$ cat src/rtl/alu_seg_arb_pkg.sv
// Shared constants for alu_seg_arbiter: opcodes, FSM states and the hex-to-segment table.
package alu_seg_arb_pkg;

  localparam logic [1:0] OP_ADD = 2'b00;
  localparam logic [1:0] OP_SUB = 2'b01;
  localparam logic [1:0] OP_AND = 2'b10;
  localparam logic [1:0] OP_OR  = 2'b11;

  typedef enum logic [1:0] {
    ST_IDLE = 2'd0,
    ST_EXEC = 2'd1,
    ST_HOLD = 2'd2
  } state_t;

  // Segment order gfedcba, active-high; index is the hex digit.
  localparam logic [6:0] SEG_TABLE [16] = '{
    7'h3F, 7'h06, 7'h5B, 7'h4F, 7'h66, 7'h6D, 7'h7D, 7'h07,
    7'h7F, 7'h6F, 7'h77, 7'h7C, 7'h39, 7'h5E, 7'h79, 7'h71
  };

endpackage

$ cat src/rtl/alu_seg_unit.sv
// Combinational 2-bit-opcode ALU with carry/borrow and a hex segment decoder
// on the low nibble of the result (WIDTH must be at least 4).
module alu_seg_unit
  import alu_seg_arb_pkg::*;
#(
  parameter int WIDTH = 4
) (
  input  logic [WIDTH-1:0] a,
  input  logic [WIDTH-1:0] b,
  input  logic [1:0]       op,
  output logic [WIDTH-1:0] result,
  output logic             carry,
  output logic [6:0]       seg
);

  // One extra bit holds add carry-out or subtract borrow.
  logic [WIDTH:0] ext;

  always_comb begin
    ext = '0;
    case (op)
      OP_ADD:  ext = {1'b0, a} + {1'b0, b};
      OP_SUB:  ext = {1'b0, a} - {1'b0, b};
      OP_AND:  ext = {1'b0, a & b};
      default: ext = {1'b0, a | b};
    endcase
  end

  assign result = ext[WIDTH-1:0];
  assign carry  = ext[WIDTH];
  assign seg    = SEG_TABLE[ext[3:0]];

endmodule

$ cat src/rtl/alu_seg_arbiter.sv
// Two-requester round-robin arbiter sharing one ALU whose result is shown on a
// 7-segment display. Define ALU_SEG_ARB_CARRY_DP_EN to drive the dp with carry.
module alu_seg_arbiter
  import alu_seg_arb_pkg::*;
#(
  parameter int WIDTH       = 4,
  parameter int HOLD_CYCLES = 3
) (
  input  logic             clk,
  input  logic             rst,
  input  logic [1:0]       req_i,
  input  logic [WIDTH-1:0] a0_i,
  input  logic [WIDTH-1:0] b0_i,
  input  logic [1:0]       op0_i,
  input  logic [WIDTH-1:0] a1_i,
  input  logic [WIDTH-1:0] b1_i,
  input  logic [1:0]       op1_i,
  output logic [1:0]       gnt_o,
  output logic [1:0]       done_o,
  output logic [WIDTH-1:0] result_o,
  output logic             carry_o,
  output logic [7:0]       seg_o,
  output logic             busy_o
);

  localparam int CW = (HOLD_CYCLES > 1) ? $clog2(HOLD_CYCLES) : 1;

  state_t           state, state_next;
  logic [CW-1:0]    hold_cnt, cnt_next;
  logic             ptr, owner, win;
  logic             grant_en, exec_en;
  logic [1:0]       gnt_next, done_next;
  logic [WIDTH-1:0] a_q, b_q;
  logic [1:0]       op_q;
  logic [WIDTH-1:0] alu_result;
  logic             alu_carry;
  logic [6:0]       alu_seg;
  logic             dp;

  alu_seg_unit #(.WIDTH(WIDTH)) u_unit (
    .a      (a_q),
    .b      (b_q),
    .op     (op_q),
    .result (alu_result),
    .carry  (alu_carry),
    .seg    (alu_seg)
  );

`ifdef ALU_SEG_ARB_CARRY_DP_EN
  assign dp = alu_carry;
`else
  assign dp = 1'b0;
`endif

  // The pointer only matters on contention; a lone requester always wins.
  assign win    = (req_i == 2'b11) ? ptr : req_i[1];
  assign busy_o = (state != ST_IDLE);

  always_comb begin
    state_next = state;
    cnt_next   = hold_cnt;
    gnt_next   = '0;
    done_next  = '0;
    grant_en   = 1'b0;
    exec_en    = 1'b0;
    case (state)
      ST_IDLE: begin
        if (|req_i) begin
          grant_en   = 1'b1;
          gnt_next   = win ? 2'b10 : 2'b01;
          state_next = ST_EXEC;
        end
      end
      ST_EXEC: begin
        exec_en   = 1'b1;
        done_next = owner ? 2'b10 : 2'b01;
        if (HOLD_CYCLES == 0) begin
          state_next = ST_IDLE;
        end else begin
          state_next = ST_HOLD;
          cnt_next   = CW'(HOLD_CYCLES - 1);
        end
      end
      ST_HOLD: begin
        if (hold_cnt == '0) state_next = ST_IDLE;
        else                cnt_next   = hold_cnt - 1'b1;
      end
      default: state_next = ST_IDLE;
    endcase
  end

  always_ff @(posedge clk or posedge rst) begin
    if (rst) begin
      state    <= ST_IDLE;
      hold_cnt <= '0;
      ptr      <= 1'b0;
      owner    <= 1'b0;
      a_q      <= '0;
      b_q      <= '0;
      op_q     <= '0;
      gnt_o    <= '0;
      done_o   <= '0;
      result_o <= '0;
      carry_o  <= 1'b0;
      seg_o    <= '0;
    end else begin
      state    <= state_next;
      hold_cnt <= cnt_next;
      gnt_o    <= gnt_next;
      done_o   <= done_next;
      if (grant_en) begin
        owner <= win;
        ptr   <= ~win;
        a_q   <= win ? a1_i  : a0_i;
        b_q   <= win ? b1_i  : b0_i;
        op_q  <= win ? op1_i : op0_i;
      end
      if (exec_en) begin
        result_o <= alu_result;
        carry_o  <= alu_carry;
        seg_o    <= {dp, alu_seg};
      end
    end
  end

endmodule

$ cat config.mk
export PLATFORM = sky130hd
export DESIGN_NAME = alu_seg_arbiter
export DESIGN_NICKNAME = d
export VERILOG_FILES = /design/src/rtl/alu_seg_arb_pkg.sv /design/src/rtl/alu_seg_unit.sv /design/src/rtl/alu_seg_arbiter.sv
export SDC_FILE = /design/constraint.sdc
export NUM_CORES = 1
export LEC_CHECK = 0
export CORE_MARGIN = 3
export CORE_UTILIZATION = 46
export DETAILED_ROUTE_END_ITERATION = 10
export GPL_TIMING_DRIVEN = 0
export MAX_ROUTING_LAYER = met4
export PLACE_DENSITY_LB_ADDON = 0.3
export SLEW_MARGIN = 10
export SYNTH_ARGS = -nofsm -noshare
export SYNTH_HDL_FRONTEND = slang
export SYNTH_SLANG_ARGS = --single-unit
$ cat constraint.sdc
create_clock -name clk -period 3.13 [get_ports clk]
set_clock_uncertainty 0.15 [all_clocks]
set_input_delay 0.4695 -clock clk [delete_from_list [all_inputs] [get_ports clk]]
set_output_delay 0.4695 -clock clk [all_outputs]
set_load 0.03 [all_outputs]
# Yosys cells after proc, flatten, opt, wreduce, memory -nomap -nowiden
# Memories as Yosys holds them, arrays and structs flattened. A register that Yosys moved wholly into a read port is not among the register bits.
# Index checks and enable logic that the tools add are counted.
word_totals:
  reg_bits: 25
  romBits: 112
  input_bits: 24
  output_inout_bits: 18
  elab_cells: 53
  memories: 1
classes:
  add_sub_neg: 3
  n_eq_ne: 8
  mux: 18
  bitwise_logic: 4
  reduce_logical: 8
mem_list:
  columns: ["memory", "depth", "width", "read_ports", "rd_clocked_by_memory_dff", "write_ports", "line_no", "source"]
  rows:
  - ["(name not given)", 16, 7, 1, 1, 0, "alu_seg_unit.sv:31", "assign seg = SEG_TABLE[ext[3:0]];"]
ops:
  columns: ["cell", "count"]
  rows:
  - ["$mux 2", 9]
  - ["$pmux 5 s3", 1]
  - ["$mux 4", 2]
  - ["$eq 2x2->1 const B", 3]
  - ["$logic_not 2->1", 3]
  - ["$ne 2x2->1 const B", 3]
  - ["$pmux 2 s3", 1]
  - ["$add 4x4->5", 1]
  - ["$not 4->5", 1]
  - ["$sub 4x4->5", 1]
  - ["$and 4x4->4", 1]
  - ["$eq 2x1->1 const B", 2]
  - ["$mux 1", 4]
  - ["$or 4x4->4", 1]
  - ["$pmux 2 s2", 1]
  - ["$reduce_and 2->1", 2]
  - ["$reduce_bool 2->1", 2]
  - ["$reduce_or 2->1", 1]
  - ["$sub 2x1->2 const B", 1]
  - ["$not 1->1", 1]

# Longest topological paths before layout
# Gate-level depths: netlist (run 1).
depth:
  depth_word: 5
  depth_mapped: 13
  mapped_depth_nobuf: 13

# Hierarchy
# A second synthesis (run 1) with hierarchy kept.
hier_totals:
  cells_unflattened: 201
  area_unflattened_um2: 2047.0
by_module_without_submodules:
  columns: ["mod", "instances", "cells_each", "area_each_um2", "seq_area_each_um2"]
  rows:
  - ["alu_seg_arbiter", 1, 118, 1393.8, 800.8]
  - ["alu_seg_unit", 1, 83, 653.1, 0.0]

# Worst setup path after synthesis (run 1)
# Ideal clock, no wire load.
synth_path:
  kind: "reg-to-reg"
  startpoint: "register op_q[1]"
  endpoint: "register seg_o[3]"
  setup_time_ps: 131
  t_arrival_ps: 2905
  required_time_ps: 2849
  setup_slack_ps: -55
  path_stages_with_launch: 13
  path_buffers: 1
  period_less_slack_ps: 3185
  cell_sequence: "dfrtp_1 buf_4 or2b_1 nand2_1 o21ai_0 fa_1 inv_1 o21ai_0 inv_1 ha_1 o21a_1 mux2i_1 o21ai_1"
synth_via:
  elab_chain_cells: 3
  word_cells_on_any_way: 5
  classes_between: "eq/ne (2); mux (1); bitwise (1); reduce/logical (1)"
synth_rtl:
  columns: ["element", "line_no", "source"]
  rows:
  - ["start, declared", "alu_seg_arbiter.sv:34", "logic [1:0] op_q;"]
  - ["start signal, assigned", "alu_seg_arbiter.sv:116", "op_q <= win ? op1_i : op0_i;"]
  - ["$eq 2x2->1 (tied with other cells)", "alu_seg_unit.sv:21", "case (op)"]
  - ["$pmux 5 s3 *", "alu_seg_unit.sv:21", null]
  - ["via alu_result[1]", "alu_seg_arbiter.sv:35", "logic [WIDTH-1:0] alu_result;"]
  - ["$not 4->5 (not written as such) *", "alu_seg_unit.sv:31", null]
  - ["end, declared", "alu_seg_arbiter.sv:22", "output logic [7:0] seg_o,"]
# Mark *: on every way through the listed nets, which the timed path passes. The rest lies on a longest branch.
# A chain may end at the register's enable or synchronous reset.

# Worst setup path after layout (run 1)
# Same ends and word-level chain as after synthesis.

==> impl_metrics.json, run 1 <==
{
  "relSlewSlack": 0.556,
  "finalNetCount": 287,
  "syn_to_final_growth_pct": 31.2,
  "cts_tree": "done",
  "root_buffer": "clkbuf_8",
  "path_max_fanout": 10,
  "grt_pass1_vias": 1484,
  "status": "finished, final reports clean",
  "num_antenna_cells": 0,
  "die_y_um": 71.0,
  "drc": 0,
  "tightestPinTransition_ns": 0.665,
  "yosysSeqAreaShare": 0.413,
  "clk_latency_ns": 0.28,
  "grt_max_degree": 33,
  "tns_ns": 0,
  "io_buffers": 40,
  "cp_top_family": "adder cells",
  "fin_crit_ns": 2.95,
  "path_clk_slew_ns": 0.07,
  "dp_hpwl_mm": 2.91,
  "synthFlopType": "dfrtp_1",
  "mappedNetlistNets": 237,
  "first_pass_iters": 4,
  "multi_input_area_sq_um": 1010,
  "wl_per_cell_um": 13.1,
  "required_ns": 3.14,
  "start_util": 0.504,
  "vias": 1540,
  "synth-async-reset-ratio": 1.00,
  "htreeDepth": 2,
  "start_kind": "register",
  "postSynthCellCount": 197,
  "cts-buffers-inserted": 5,
  "synth_edf_count": 0,
  "drt_iter0_drc": 56,
  "endpoint_kind": "register",
  "ant_nets": 0,
  "period_share": 0.943,
  "antenna_found_initial": 0,
  "synth_area_sq_um": 1940,
  "cp.arrival_ns": 2.96,
  "ys_seq_elements": 32,
  "clk_path_buf_depth": 2,
  "cts.hold.buffers_added": 0,
  "timing.max_cap.violations": 0,
  "clock_sinks": 32,
  "critPathSlowestCell": "fa_1",
  "design.core.area_sq_um": 3850,
  "hold_path_class": "register to register",
  "die_x_um": 71.0,
  "fmax_mhz": 339,
  "dieArea_sq_um": 5030,
  "grt_pass1_wl_mm": 6.63,
  "yosys_warnings": 0,
  "grt_use_total": 0.170,
  "via_per_inst": 5.20,
  "cp_cell_sequence": "buf_4, or2b_1, nand2_1, o21ai_1, fa_1, inv_1, o21ai_4, inv_1, ha_1, o21a_1, mux2i_1, o21ai_1",
  "worst_hold_slack_ns": 0.314,
  "post-route-util": 0.661,
  "synth_cell_types": 48,
  "setup_viol": 0,
  "gp_congestion": 0.802,
  "hold_viol": 0,
  "io_pins": 42,
  "num_rows": 22,
  "seqCellArea_sq_um": 801,
  "drive_gt1_frac": 0.121,
  "drv_slew": 0,
  "drt_wl_total_mm": 3.89,
  "max_stage_delay_ns": 0.52,
  "crit_buf_inv": 3,
  "syn_avg_cell_area_sq_um": 9.85,
  "gr-total-overflow": 0,
  "fillers": 322,
  "critPathKind": "register to register"
}
cell type report:
cell class	instances	area share
Sequential cell	32	0.314
Timing Repair Buffer	43	0.166
Multi-Input combinational cell	134	0.396
Clock inverter	3	0.0167
Tap cell	48	0.0236
Buffer	9	0.0231
Clock buffer	5	0.0270
Inverter	22	0.0334
worst paths after layout:
| path | from | end | slack, ns | depth (start not counted) |
|---|---|---|---|---|
| worst max register to register | op_q[1]$_DFFE_PP0P_ | seg_o[3]$_DFFE_PP0P_ | 0.18 | 12 |
| max in group asynchronous | rst | b_q[2]$_DFFE_PP0P_ | 1.94 | 2 |
| worst min-delay path | owner$_DFFE_PP0P_ | done_o[0]$_DFF_PP0_ | 0.31 | 1 |
| min in group asynchronous | rst | gnt_o[1]$_DFF_PP0_ | 0.46 | 2 |
| worst max-delay path | op_q[1]$_DFFE_PP0P_ | seg_o[3]$_DFFE_PP0P_ | 0.18 | 12 |
| worst min register to register | owner$_DFFE_PP0P_ | done_o[0]$_DFF_PP0_ | 0.31 | 1 |
worst reg2reg max path, stage by stage (launching register included):
cell     delay [ns]
dfrtp_1        0.41
buf_4          0.20
or2b_1         0.27
nand2_1        0.07
o21ai_1        0.10
fa_1           0.52
inv_1          0.06
o21ai_4        0.20
inv_1          0.11
ha_1           0.32
o21a_1         0.19
mux2i_1        0.13
o21ai_1        0.08
kinds of logic after synthesis:
family | count (synthesis) | share of synthesized area
flip-flops | 32 | 0.413
AND/OR/NAND/NOR | 48 | 0.126
buffers and inverters | 31 | 0.0741
AO/OA/AOI/OAI | 50 | 0.175
other | 1 | 0.00193
adder cells (fa/ha/maj) | 17 | 0.113
XOR/XNOR | 4 | 0.0181
multiplexers | 14 | 0.0799
cell usage in the layout (no fill, tap or decap), types with 3 or more instances in the layout:
cell type        instances
a21oi_1                  6
xnor2_1                  3
o31ai_1                  3
clkbuf_8                 5
o21ai_0                 14
a222oi_1                 5
o21ai_1                  5
ha_1                    15
nor2_1                   5
nand2_1                 25
dfrtp_1                 32
clkdlybuf4s50_1         40
inv_1                   20
mux2i_1                 11
buf_4                    5
a21o_1                   3
clkbuf_1                 3
flip-flops by register name, indices dropped and copies added, names as in the netlist:
| register | flops |
|---|---|
| owner | 1 |
| b_q | 4 |
| hold_cnt | 2 |
| a_q | 4 |
| op_q | 2 |
| done_o | 2 |
| gnt_o | 2 |
| state | 2 |
| carry_o | 1 |
| seg_o | 7 |
| ptr | 1 |
| result_o | 4 |
layer usage:
layer | routed length (um) | global-route usage | vias up | part of all wire
met4 | 28 | 0.0376 | 0 | 0.0072
met5 | 0 | - | - | 0
li1 | - | - | 785 | -
met2 | 1920 | 0.278 | 41 | 0.49
met3 | 160 | 0.0511 | 4 | 0.041
met1 | 1780 | 0.209 | 710 | 0.46
cells in the mapped netlist (2+ instances only):
master	instances	area (sq um)
o31ai_1	3	22.5
buf_2	2	10.0
mux2_2	2	22.5
xnor2_1	3	26.3
nor2_4	2	22.5
clkbuf_1	3	11.3
buf_6	2	22.5
inv_1	21	78.8
nor2_1	5	18.8
nor2b_1	2	12.5
mux2i_1	11	110
o21ai_0	16	80.1
and3_1	2	12.5
or2b_1	2	15.0
o21a_1	2	15.0
nor3_1	2	10.0
dfrtp_1	32	801
nor3b_1	2	15.0
ha_1	15	188
nand2_1	25	93.8
a222oi_1	5	50.1
buf_4	2	15.0
o21ai_1	4	20.0
a21o_1	3	22.5
a21oi_1	6	30.0
per-stage QoR:
stage	cells	area [sq um]	worst slack (ns)
global placement	285	2400	-0.160
detailed placement	285	2400	-0.217
CTS	293	2520	0.0596
global route	296	2550	-0.0196
finish	296	2550	0.177
floorplan	197	1940	0.150
timing repair:
action,CTS,global route
endpoints found under the setup margin,7,5
buffers inserted,0,3
pin swaps,0,1
resized for setup,2,1
gates cloned,0,0
Power of run 1 is not shown: default switching activity piles up to over one toggle a cycle in this logic, so the estimate is an artifact.
==> inputs of run 2 (changes only) <==
--- a/config.mk
+++ b/config.mk
@@ -5,6 +5,7 @@
 export SDC_FILE = /design/constraint.sdc
 export NUM_CORES = 1
 export LEC_CHECK = 0
+export CAP_MARGIN = 5
 export CORE_MARGIN = 3
 export CORE_UTILIZATION = 46
 export DETAILED_ROUTE_END_ITERATION = 10
==> results of run 2 <==
Final layout, timing and power as in run 1 (identical DEF).
Power of run 2 is left out for the same reason.
==> inputs of run 3 (changes only) <==
--- a/config.mk
+++ b/config.mk
@@ -5,6 +5,7 @@
 export SDC_FILE = /design/constraint.sdc
 export NUM_CORES = 1
 export LEC_CHECK = 0
+export ABC_AREA = 1
 export CAP_MARGIN = 5
 export CORE_MARGIN = 3
 export CORE_UTILIZATION = 46
==> run 3 against run 2 <==
Non-clock buffer count shrank 7. Fmax increased by 7.5%. Worst setup slack better by 0.21 ns. Global-route usage increased by 0.50 points. Final area decreased by 0.44%. Clock-buffer cell count unchanged. First-iteration DRC count increased by 41%. Register-to-register slack better by 0.21 ns. Wire length grew 2.8%. Cell count increased by 20%. Critical path type unchanged.
==> impl_metrics.json, run 3 <==
{
  "relSlewSlack": 0.560,
  "dieArea_sq_um": 5130,
  "finalNetCount": 345,
  "yosys-top-cells-count": "72 x nand2_1, 37 x inv_1, 32 x dfrtp_1, 23 x nor2_1, 21 x nand3_1",
  "critPathSlowestCell": "fa_1",
  "cp.arrival_ns": 2.77,
  "clk_path_buf_depth": 2,
  "yosysMostFrequentCell": "nand2_1",
  "dp_hpwl_mm": 3.18,
  "synth_cell_types": 32,
  "required_ns": 3.16,
  "synth_edf_count": 0,
  "path_max_fanout": 8,
  "cts-buffers-inserted": 5,
  "setup_viol": 0,
  "hold_viol": 0,
  "ys_seq_elements": 32,
  "postCtsSetupRepairBufs": 0,
  "clock_sinks": 32,
  "antenna_found_initial": 0,
  "yosys_warnings": 0,
  "layout_common_cells": "72 x nand2_1, 40 x clkdlybuf4s50_1, 36 x inv_1",
  "start_kind": "register",
  "syn_avg_cell_area_sq_um": 7.67,
  "cp_cell_sequence": "inv_1, nor2_1, inv_1, o21ai_1, fa_1, nand2_1, nand3_2, inv_1, ha_1, nand2_1, nand4_1, nand3_1, nand2_1",
  "synth-async-reset-ratio": 1.00,
  "htreeDepth": 2,
  "largest_reg_flops": 7,
  "yosysSeqAreaShare": 0.405,
  "gr-total-overflow": 0,
  "path_clk_slew_ns": 0.07,
  "root_buffer": "clkbuf_8",
  "seqCellArea_sq_um": 801,
  "num_antenna_cells": 0,
  "num_rows": 23,
  "tightestPinTransition_ns": 0.659,
  "crit_buf_inv": 3,
  "die_x_um": 71.6,
  "grt_use_total": 0.175,
  "grt_max_degree": 33,
  "endpoint_kind": "register",
  "drc": 0,
  "max_stage_delay_ns": 0.46,
  "critPathKind": "register to register",
  "vias": 1716,
  "synth_area_leader_cell": "dfrtp_1",
  "first_pass_iters": 4,
  "synth_area_sq_um": 1980,
  "tns_ns": 0,
  "period_share": 0.877,
  "syn_to_final_growth_pct": 28.1,
  "wl_per_cell_um": 11.2,
  "fmax_mhz": 364,
  "cts_tree": "done",
  "drive_gt1_frac": 0.0784,
  "io_pins": 42,
  "hold_path_class": "register to register",
  "grt_pass1_wl_mm": 7.13,
  "drv_slew": 0,
  "grt_pass1_vias": 1668,
  "netlist_top_cells_area": "dfrtp_1 40%, nand2_1 14%, ha_1 9.5%",
  "fin_crit_ns": 2.75,
  "synth_top_area_share": 0.405,
  "mappedNetlistNets": 298,
  "clk_latency_ns": 0.28,
  "rsz0062_at_grt": "no",
  "ant_nets": 0,
  "timing.max_cap.violations": 0,
  "via_per_inst": 4.82,
  "cts.hold.buffers_added": 0,
  "postSynthCellCount": 258,
  "status": "finished, final reports clean",
  "drt_iter0_drc": 79,
  "start_util": 0.484,
  "synthFlopType": "dfrtp_1",
  "design.core.area_sq_um": 4090,
  "largest-register": "seg_o",
  "fillers": 375,
  "cp_top_family": "simple AND/OR/NAND/NOR gates",
  "drt_wl_total_mm": 4.00,
  "multi_input_area_sq_um": 998,
  "layout_commonest_cell": "nand2_1",
  "io_buffers": 40,
  "gp_congestion": 0.894,
  "die_y_um": 71.6
}
## run 3: cell count changes in the layout (fill, tap and decap cells not counted), moves of 3 or more
cell	change
a21o_1	-3
a222oi_1	-5
buf_4	-4
inv_1	+16
mux2i_1	-11
nand2_1	+47
nand3_1	+19
nand4_1	+4
nor2_1	+18
o211ai_1	+3
o21ai_1	-3
o22ai_1	+4
o31ai_1	-3
## run 3: area by class of cell
type                            instances  area share
Tap cell                               50      0.0247
Clock buffer                            5      0.0271
Clock inverter                          3     0.00740
Inverter                               39      0.0577
Sequential cell                        32       0.316
Timing Repair Buffer                   40       0.158
Buffer                                  5      0.0153
Multi-Input combinational cell        182       0.394
## run 3: worst register-to-register path, stage by stage, from the launching register on
cell     delay [ns]
dfrtp_1        0.42
inv_1          0.10
nor2_1         0.21
inv_1          0.10
o21ai_1        0.22
fa_1           0.46
nand2_1        0.09
nand3_2        0.17
inv_1          0.15
ha_1           0.27
nand2_1        0.09
nand4_1        0.09
nand3_1        0.09
nand2_1        0.05
## run 3: timing repair
action / 4_1_cts / 5_1_grt
resized for setup: 0 / 2
setup endpoints to repair: 0 / 7
hold endpoints to repair: 0 / 0
## run 3: cells by family after synthesis
kind of cell	after synthesis	share of synthesized area
buffers and inverters	44	0.0935
other	1	0.00189
flip-flops	32	0.405
AND/OR/NAND/NOR	130	0.289
AO/OA/AOI/OAI	32	0.0929
adder cells (fa/ha/maj)	16	0.105
XOR/XNOR	3	0.0133
## run 3: layer usage
metal,part of all wire,GRT usage,vias up
met5,0,-,-
met4,0.0090,0.0251,0
met3,0.046,0.0379,4
met2,0.47,0.295,44
met1,0.47,0.223,758
li1,-,-,910
## run 3: stage by stage
step	utilization	hold WS, ns	instances	cell area [sq um]	worst slack (ns)
after floorplan	-	0.253	258	1980	0.487
after global placement	0.598	0.261	348	2440	0.207
after detailed placement	0.598	0.266	348	2440	0.180
after CTS	0.619	0.277	356	2530	0.164
after global routing	0.620	0.313	356	2530	0.0868
final	0.620	0.276	356	2530	0.384
## run 3: worst paths after layout
kind                                     start                 endpoint  slack (ns)  cells after the start
max                        op_q[0]$_DFFE_PP0P_     seg_o[3]$_DFFE_PP0P_        0.38                     13
max reg2reg                op_q[0]$_DFFE_PP0P_     seg_o[3]$_DFFE_PP0P_        0.38                     13
min reg2reg                  owner$_DFFE_PP0P_      done_o[0]$_DFF_PP0_        0.28                      1
min                          owner$_DFFE_PP0P_      done_o[0]$_DFF_PP0_        0.28                      1
max in group asynchronous                  rst          ptr$_DFFE_PP0P_        1.96                      2
min in group asynchronous                  rst  result_o[2]$_DFFE_PP0P_        0.45                      2
Power of run 3 is left out for the same reason.
